## src/rtl/debug_pkg.sv

```systemverilog
// Shared types and chain sizing for the debugger run-control unit.
package debug_pkg;

   typedef enum logic [1:0] {
      ST_HALTED = 2'd0,
      ST_RUN    = 2'd1,
      ST_STEP   = 2'd2
   } run_state_t;

   typedef enum logic [1:0] {
      CAUSE_RESET      = 2'd0,
      CAUSE_HALT_CMD   = 2'd1,
      CAUSE_BREAKPOINT = 2'd2,
      CAUSE_STEP_DONE  = 2'd3
   } halt_cause_t;

   typedef enum logic [2:0] {
      CMD_NOP  = 3'd0,
      CMD_HALT = 3'd1,
      CMD_RUN  = 3'd2,
      CMD_STEP = 3'd3
   } cmd_t;

   localparam int CMD_W = 3;

   function automatic int chain_len(input int nbp, input int aw, input int sw);
      return nbp * (aw + 1) + sw + CMD_W;
   endfunction

   // cause[1:0], pad bit, step_remaining, pc
   function automatic int status_len(input int aw, input int sw);
      return aw + sw + 3;
   endfunction

endpackage

```

## src/rtl/bp_compare.sv

```systemverilog
// PC breakpoint comparators; bp_match is set when any enabled slot equals pc.
module bp_compare #(
   parameter int ADDRWIDTH = 32,
   parameter int NUM_BP    = 2
) (
   input  logic [ADDRWIDTH-1:0]             pc,
   input  logic [NUM_BP-1:0]                bp_en,
   input  logic [NUM_BP-1:0][ADDRWIDTH-1:0] bp_addr,
   output logic                             bp_match
);

   always_comb begin
      bp_match = 1'b0;
      for (int i = 0; i < NUM_BP; i++) begin
         if (bp_en[i] && (bp_addr[i] == pc)) bp_match = 1'b1;
      end
   end

endmodule

```

## src/rtl/debug_run_ctrl.sv

```systemverilog
// Debugger run control: scan command chain, halt/run/step FSM and PC breakpoints
// gating the CPU clock-enable.
//
//   state      | meaning
//   ST_HALTED  | CPU frozen, oCPU_En low, cause held in oHaltCause
//   ST_RUN     | free running until HALT command or breakpoint
//   ST_STEP    | running until cnt retires have completed
module debug_run_ctrl
   import debug_pkg::*;
#(
   parameter int ADDRWIDTH    = 32,
   parameter int NUM_BP       = 2,
   parameter int STEPW        = 16,
   parameter bit RESET_HALTED = 1'b1
) (
   input  logic                 iCPU_Clk,
   input  logic                 iCPU_Reset_n,
   input  logic [ADDRWIDTH-1:0] iPC,
   input  logic                 iRetire,
   input  logic                 iScanIn,
   input  logic                 iShiftDR,
   input  logic                 iCaptureDR,
   input  logic                 iUpdateDR,
   output logic                 oScanOut,
   output logic                 oCPU_En,
   output logic                 oHalted,
   output logic [1:0]           oHaltCause
);

   localparam int CHAIN_LEN = chain_len(NUM_BP, ADDRWIDTH, STEPW);
   localparam int STAT_LEN  = status_len(ADDRWIDTH, STEPW);
   localparam int BP_BASE   = CMD_W + STEPW;
   localparam run_state_t RST_STATE = RESET_HALTED ? ST_HALTED : ST_RUN;

   run_state_t  state_q, state_d;
   halt_cause_t cause_q, cause_d;
   logic [STEPW-1:0]                cnt_q, cnt_d;
   logic                            skip_q, skip_d;
   logic [CHAIN_LEN-1:0]            sr_q, sr_d;
   logic [NUM_BP-1:0]               bp_en_q, bp_en_d;
   logic [NUM_BP-1:0][ADDRWIDTH-1:0] bp_addr_q, bp_addr_d;

   logic [CHAIN_LEN-1:0]             status;
   logic [2:0]                       cmd;
   logic [STEPW-1:0]                 cmd_step;
   logic [NUM_BP-1:0]                cmd_bp_en;
   logic [NUM_BP-1:0][ADDRWIDTH-1:0] cmd_bp_addr;
   logic                             cmd_valid;
   logic                             bp_match, bp_hit, cpu_en, retire_en;

   bp_compare #(
      .ADDRWIDTH (ADDRWIDTH),
      .NUM_BP    (NUM_BP)
   ) u_bp_compare (
      .pc       (iPC),
      .bp_en    (bp_en_q),
      .bp_addr  (bp_addr_q),
      .bp_match (bp_match)
   );

   // skip masks the breakpoint at the resume PC until its instruction retires
   assign bp_hit    = (state_q != ST_HALTED) && !skip_q && bp_match;
   assign cpu_en    = (state_q != ST_HALTED) && !bp_hit;
   assign retire_en = iRetire && cpu_en;

   always_comb begin
      cmd      = sr_q[CMD_W-1:0];
      cmd_step = sr_q[CMD_W +: STEPW];
      for (int i = 0; i < NUM_BP; i++) begin
         cmd_bp_en[i]   = sr_q[BP_BASE + i*(ADDRWIDTH+1)];
         cmd_bp_addr[i] = sr_q[BP_BASE + i*(ADDRWIDTH+1) + 1 +: ADDRWIDTH];
      end
      cmd_valid = (cmd == CMD_HALT) || (cmd == CMD_RUN) || (cmd == CMD_STEP);
   end

   always_comb begin
      status                          = '0;
      status[1:0]                     = cause_q;
      status[CMD_W +: STEPW]          = cnt_q;
      status[CMD_W+STEPW +: ADDRWIDTH] = iPC;
   end

   always_comb begin
      state_d   = state_q;
      cause_d   = cause_q;
      cnt_d     = cnt_q;
      skip_d    = skip_q;
      sr_d      = sr_q;
      bp_en_d   = bp_en_q;
      bp_addr_d = bp_addr_q;

      if (retire_en) skip_d = 1'b0;

      if (bp_hit) begin
         state_d = ST_HALTED;
         cause_d = CAUSE_BREAKPOINT;
      end else if ((state_q == ST_STEP) && retire_en) begin
         cnt_d = cnt_q - 1'b1;
         if (cnt_q == STEPW'(1)) begin
            state_d = ST_HALTED;
            cause_d = CAUSE_STEP_DONE;
         end
      end

      // a command applied this cycle overrides the internal event above
      if (iCaptureDR) begin
         sr_d = status;
      end else if (iUpdateDR) begin
         if (cmd_valid) begin
            bp_en_d   = cmd_bp_en;
            bp_addr_d = cmd_bp_addr;
         end
         case (cmd)
            CMD_HALT: begin
               state_d = ST_HALTED;
               cause_d = CAUSE_HALT_CMD;
            end
            CMD_RUN: begin
               state_d = ST_RUN;
               skip_d  = 1'b1;
            end
            CMD_STEP: begin
               if (cmd_step != '0) begin
                  state_d = ST_STEP;
                  cnt_d   = cmd_step;
                  skip_d  = 1'b1;
               end else begin
                  state_d = ST_HALTED;
                  cause_d = CAUSE_STEP_DONE;
               end
            end
            default: ;
         endcase
      end else if (iShiftDR) begin
         sr_d = {iScanIn, sr_q[CHAIN_LEN-1:1]};
      end
   end

   always_ff @(posedge iCPU_Clk or negedge iCPU_Reset_n) begin
      if (!iCPU_Reset_n) begin
         state_q   <= RST_STATE;
         cause_q   <= CAUSE_RESET;
         cnt_q     <= '0;
         skip_q    <= 1'b0;
         sr_q      <= '0;
         bp_en_q   <= '0;
         bp_addr_q <= '0;
      end else begin
         state_q   <= state_d;
         cause_q   <= cause_d;
         cnt_q     <= cnt_d;
         skip_q    <= skip_d;
         sr_q      <= sr_d;
         bp_en_q   <= bp_en_d;
         bp_addr_q <= bp_addr_d;
      end
   end

   assign oScanOut   = sr_q[0];
   assign oCPU_En    = cpu_en;
   assign oHalted    = (state_q == ST_HALTED);
   assign oHaltCause = cause_q;

   if (STAT_LEN > CHAIN_LEN) begin : g_bad_len
      $error("status does not fit in the scan chain");
   end

endmodule

```

## config.mk

```make
export PLATFORM = sky130hd
export DESIGN_NAME = debug_run_ctrl
export DESIGN_NICKNAME = d
export VERILOG_FILES = /design/src/rtl/debug_pkg.sv /design/src/rtl/bp_compare.sv /design/src/rtl/debug_run_ctrl.sv
export SDC_FILE = /design/constraint.sdc
export NUM_CORES = 1
export LEC_CHECK = 0
export BUFFER_PORTS_ARGS = -buffer_cell sky130_fd_sc_hd__buf_2
export CORE_UTILIZATION = 60
export CTS_CLUSTER_DIAMETER = 150
export CTS_CLUSTER_SIZE = 16
export DETAILED_ROUTE_END_ITERATION = 16
export PLACE_DENSITY = 0.79
export SLEW_MARGIN = 40
export SYNTH_ARGS = -nofsm -noshare
export SYNTH_HDL_FRONTEND = slang
export SYNTH_HIERARCHICAL = 1
export SYNTH_SLANG_ARGS = --single-unit
```

## constraint.sdc

```tcl
create_clock -name iCPU_Clk -period 3.9 [get_ports iCPU_Clk]
set_input_delay 0.78 -clock iCPU_Clk [delete_from_list [all_inputs] [get_ports iCPU_Clk]]
set_output_delay 0.78 -clock iCPU_Clk [all_outputs]
set_load 0.005 [all_outputs]
```

==> results list <==
- Commonest non-fill, non-tap cell in the layout: sky130_fd_sc_hd__dfrtp_1
- The total overflow left after global routing is 0.
- Crit Path Max Fanout: 4
- XOR/XNOR share of the synthesized area: under 10%
- Number of library cell types mapped by synthesis: 43
* Class of the most critical hold timing path: in -> async
- Mux cell area share after synthesis: roughly 16%
- Setup Total Neg Slack: 0 ns
- Final RePlAce weighted congestion: approximately 0.87
- Final setup violation count: 0
* CTS tree: yes
- For this run, the top clock speed supported by timing is around 0.28 GHz.
- Detailed Place HPWL: ~12,000 µm
- Final count of pins violating max slew: 0
- Once the clock tree was built, the setup fixing pass inserted 0 buffers.
- The worst path uses just over 90% of the clock period.
* Routed Antenna Nets: 0
- In this run the power spent charging and discharging nets is between 0.001 and 0.0015 W.
* Kind of critical path: in -> out
* Clock latency on the worst-skew pair: approximately 0.43 ns
* Initial DRC count: 535
- On the final layout, the worst clock skew is 0.007356 ns.
- The final layout contains roughly 800 nets.
- Count of input and output buffers: 43
* Placeable core region: approximately 13,000 µm²
- From bottom edge to top edge, the die measures 117.8 µm.
- Initial standard-cell utilization of the core: a little over three fifths
- Number of flip-flops and latches in the synthesized netlist: between 150 and 200
* Htree depth: 4
- Launch point of the worst reg-to-reg path: bp_addr_q[29]
- Number of vias in the routed layout: about 5,800
- Gr usage total: 28.10%
* Clock group share of total power: approximately 39%
- Cells with a size suffix above 1 make up between 20% and 30% of the layout.
* Clock-pin transition on the worst setup and hold timing paths: around 0.06 ns
* Critical path startpoint category: primary input
* Average size of a mapped cell: about 11 µm²
- Static leakage: 4.163 nW
- Die Footprint: approximately 14,000 µm²
* Largest buffer count on any clock path: 2
- Sequential share of power: 46.6%
- Yosys warnings: 6
- The synthesized netlist occupies a cell area of between 8000 and 9000 µm².
- Cell internal power was estimated by the tool at between 0.003 and 0.004 W.
- Clock tree synthesis found a total of ~170 sinks.
- Boundary pin count: 44
* Number of enable-type register cells in the synthesized netlist: 0
- Worst-path cell chain: buf_2 > xnor2_1 > nand4_1 > nor4_1 > nand4_1 > o22ai_1 > nor2b_1 > nor2_1 > buf_2
- By area, the combinational part of the netlist is dominated by multiplexers.
- Wire length of the first global-routing pass: 30,040 µm
- P per Cell Area: between 500 and 600 nW/µm²
- The number of global-route vias before repair is 5,681.
* Complex-gate fraction of the synthesized area: 8.108%
- Measured against its own limit, the worst slew margin works out to 48.81%.
- The worst-case IR drop observed on VDD is ~0.42 mV.
* Bufs and invs on worst path: 2
- The tool flagged a number of max-cap violations equal to 0.
* Slowest cell on crit path: sky130_fd_sc_hd__xnor2_1
- Fraction of synthesis flops using an asynchronous set or reset pin: 100.0%
* DRC violation count after routing: 0
- The floorplan has 41 rows.
- On the final layout, the worst hold slack is 0.3478 ns.
- Register-to-register path setup slack: approximately 1 ns
- Synth Area in Simple Gates: 12.36%
- The routed design has approximately 18,000 µm of wire.
- The tree is rooted in a sky130_fd_sc_hd__clkbuf_16.
- For this run, the detailed router's first-pass iteration total came to 5.
* Number of buffers added by the clock tree synthesis step: 17
- Largest net degree at the start of global routing: 105
- CP delay by family, top: simple AND/OR/NAND/NOR gates
* Synth-to-Final Area Change: 12.81%
- Antenna diodes: 0
- Counting I/O delays and the setup requirement, the final critical path takes ~3.6 ns.
- Net switching share of the total power: 25.83%
- Transition at the pin with the smallest max-transition slack: between 0.7 and 0.8 ns
- Predominant post-synthesis flop cell: sky130_fd_sc_hd__dfrtp_1
* DIE WIDTH: roughly 120 µm
- Logic gate share of total power: 14.7%
- Number of instances in the synthesized netlist: between 700 and 800
- In the routed layout, each cell is associated on average with a via count of around 6.1.
* Share of the yosys chip area belonging to registers: 53.53%
- Setup repair after global routing left no endpoint under its margin.
- The worst setup path is captured at an output pin.
- Largest stage delay on the critical path: 0.42 ns
* Resized cells post-CTS: 0
- WL/cell: ~19 µm
* Most frequent cells in the layout: sky130_fd_sc_hd__dfrtp_1 (172), sky130_fd_sc_hd__nand2_1 (123), sky130_fd_sc_hd__mux2_2 (69)
* Post-Synth Adder-Cell Area: 0.3112%
* CP Data Arrival Time: about 2.8 ns
- In this run the critical register-to-register path is captured at cnt_q[1].
- Outcome: finished clean
- The number of hold buffers added after CTS was 0.
- STA puts the critical path data required time at roughly 3.1 ns.
* Reg2reg path depth: 9
* Initial antenna violation count: 0
- Number of nets produced by synthesis: just under 800
- The hold violation count in the final report came to 0.
-- how the worst max path moves through the flow --
stage          startpoint  endpoint  slack, ns  cells past startpoint
2_1_floorplan      iPC[0]   oCPU_En       1.25                      7
3_3_place_gp      iPC[29]   oCPU_En       0.43                      9
3_5_place_dp      iPC[29]   oCPU_En       0.42                      9
4_1_cts           iPC[29]   oCPU_En       0.38                      9
5_1_grt           iPC[29]   oCPU_En       0.17                      9
6_report          iPC[29]   oCPU_En       0.31                      9
-- area by class of cell --
cell class / count / area [µm²]
Timing Repair Buffer: 51 / 320.3
Fill cell: 947 / 3755
Multi-Input combinational cell: 520 / 3587
Clock inverter: 5 / 102.6
Sequential cell: 172 / 4304
Clock buffer: 26 / 529.3
Inverter: 3 / 11.26
Tap cell: 172 / 215.2
-- cells in the mapped netlist, types with 2 or more instances --
cell type                  instances  share of area, %
sky130_fd_sc_hd__dfrtp_1         172                54
sky130_fd_sc_hd__nand2_1         123               5.7
sky130_fd_sc_hd__mux2_2           69               9.7
sky130_fd_sc_hd__o21ai_0          59               3.7
sky130_fd_sc_hd__mux2i_1          50               6.2
sky130_fd_sc_hd__xnor2_1          39               4.2
sky130_fd_sc_hd__a21oi_1          37               2.3
sky130_fd_sc_hd__clkbuf_1         33               1.5
sky130_fd_sc_hd__xor2_1           31               3.4
sky130_fd_sc_hd__nor3_1           14              0.87
sky130_fd_sc_hd__nor4_1           14               1.1
sky130_fd_sc_hd__nand4_1          13               1.0
sky130_fd_sc_hd__nand3_1          11              0.68
sky130_fd_sc_hd__a31oi_1          10              0.78
sky130_fd_sc_hd__nor2_1            7              0.33
sky130_fd_sc_hd__o31ai_1           5              0.47
sky130_fd_sc_hd__or3_1             5              0.39
sky130_fd_sc_hd__buf_1             4              0.19
sky130_fd_sc_hd__or4_1             4              0.37
sky130_fd_sc_hd__inv_1             3              0.14
sky130_fd_sc_hd__nand2b_1          3              0.23
sky130_fd_sc_hd__nor2b_1           3              0.23
sky130_fd_sc_hd__a32oi_1           2              0.22
sky130_fd_sc_hd__buf_2             2              0.12
sky130_fd_sc_hd__buf_4             2              0.19
sky130_fd_sc_hd__ha_1              2              0.31
sky130_fd_sc_hd__nor4b_1           2              0.22
sky130_fd_sc_hd__o41ai_1           2              0.22
-- worst register-to-register path, cell delays in order (launching register included) --
cell,delay [ns]
sky130_fd_sc_hd__dfrtp_1,0.39
sky130_fd_sc_hd__xnor2_1,0.44
sky130_fd_sc_hd__nand4_1,0.23
sky130_fd_sc_hd__nor4_1,0.31
sky130_fd_sc_hd__nand4_1,0.13
sky130_fd_sc_hd__o22ai_1,0.27
sky130_fd_sc_hd__nor2b_1,0.34
sky130_fd_sc_hd__nor3_1,0.20
sky130_fd_sc_hd__mux2i_1,0.16
sky130_fd_sc_hd__mux2_2,0.29
-- stage by stage --
stage | std cells | power [W] | setup slack, ns | utilization [%] | instance area, µm²
detailed placement | 918 | 0.002843 | 0.4234 | 65.80 | 8438
global route | 949 | 0.004784 | 0.1680 | 70.72 | 9070
floorplan | 736 | 0.002587 | 1.249 | - | 8040
finish | 949 | 0.004613 | 0.3107 | 70.72 | 9070
CTS | 949 | 0.004634 | 0.3847 | 70.72 | 9070
global placement | 916 | 0.002799 | 0.4274 | 65.40 | 8387
-- per-layer routing --
layer  share of wire, %  up-vias  track usage [%]  routed length, µm
met5                  0        -                0                  0
met3                5.9       40            6.880               1084
met1                 44     2890            38.18               8061
li1                   -     2635                -                  -
met2                 48      191            44.30               8839
met4                2.1        0            9.535                387
-- cell families after synthesis --
| logic type | after synthesis |
|---|---|
| muxes | 119 |
| xor gates and xnor gates | 70 |
| and+or+nand+nor | 209 |
| AOI/OAI and AO/OA | 120 |
| buffers and inverters | 44 |
| adders and majority gates | 2 |
| DFF | 172 |
-- flip-flops by register name, summed over array words and instances, names as in the netlist --
register / cells
bp_en_q: 2
cnt_q: 16
sr_q: 85
oHaltCause: 2
state_q: 2
skip_q: 1
bp_addr_q: 64
-- power groups by stage --
| stage | combinational, W | sequential [W] | clock [W] |
|---|---|---|---|
| 4_1_cts | 0.000674 | 0.00215 | 0.00181 |
| 6_report | 0.000676 | 0.00215 | 0.00179 |
| 5_1_grt | 0.000730 | 0.00217 | 0.00188 |
| 3_5_place_dp | 0.000667 | 0.00218 | 0 |
| 3_3_place_gp | 0.000638 | 0.00216 | 0 |
| 2_1_floorplan | 0.000462 | 0.00213 | 0 |
(Power assumes the default switching activity.)
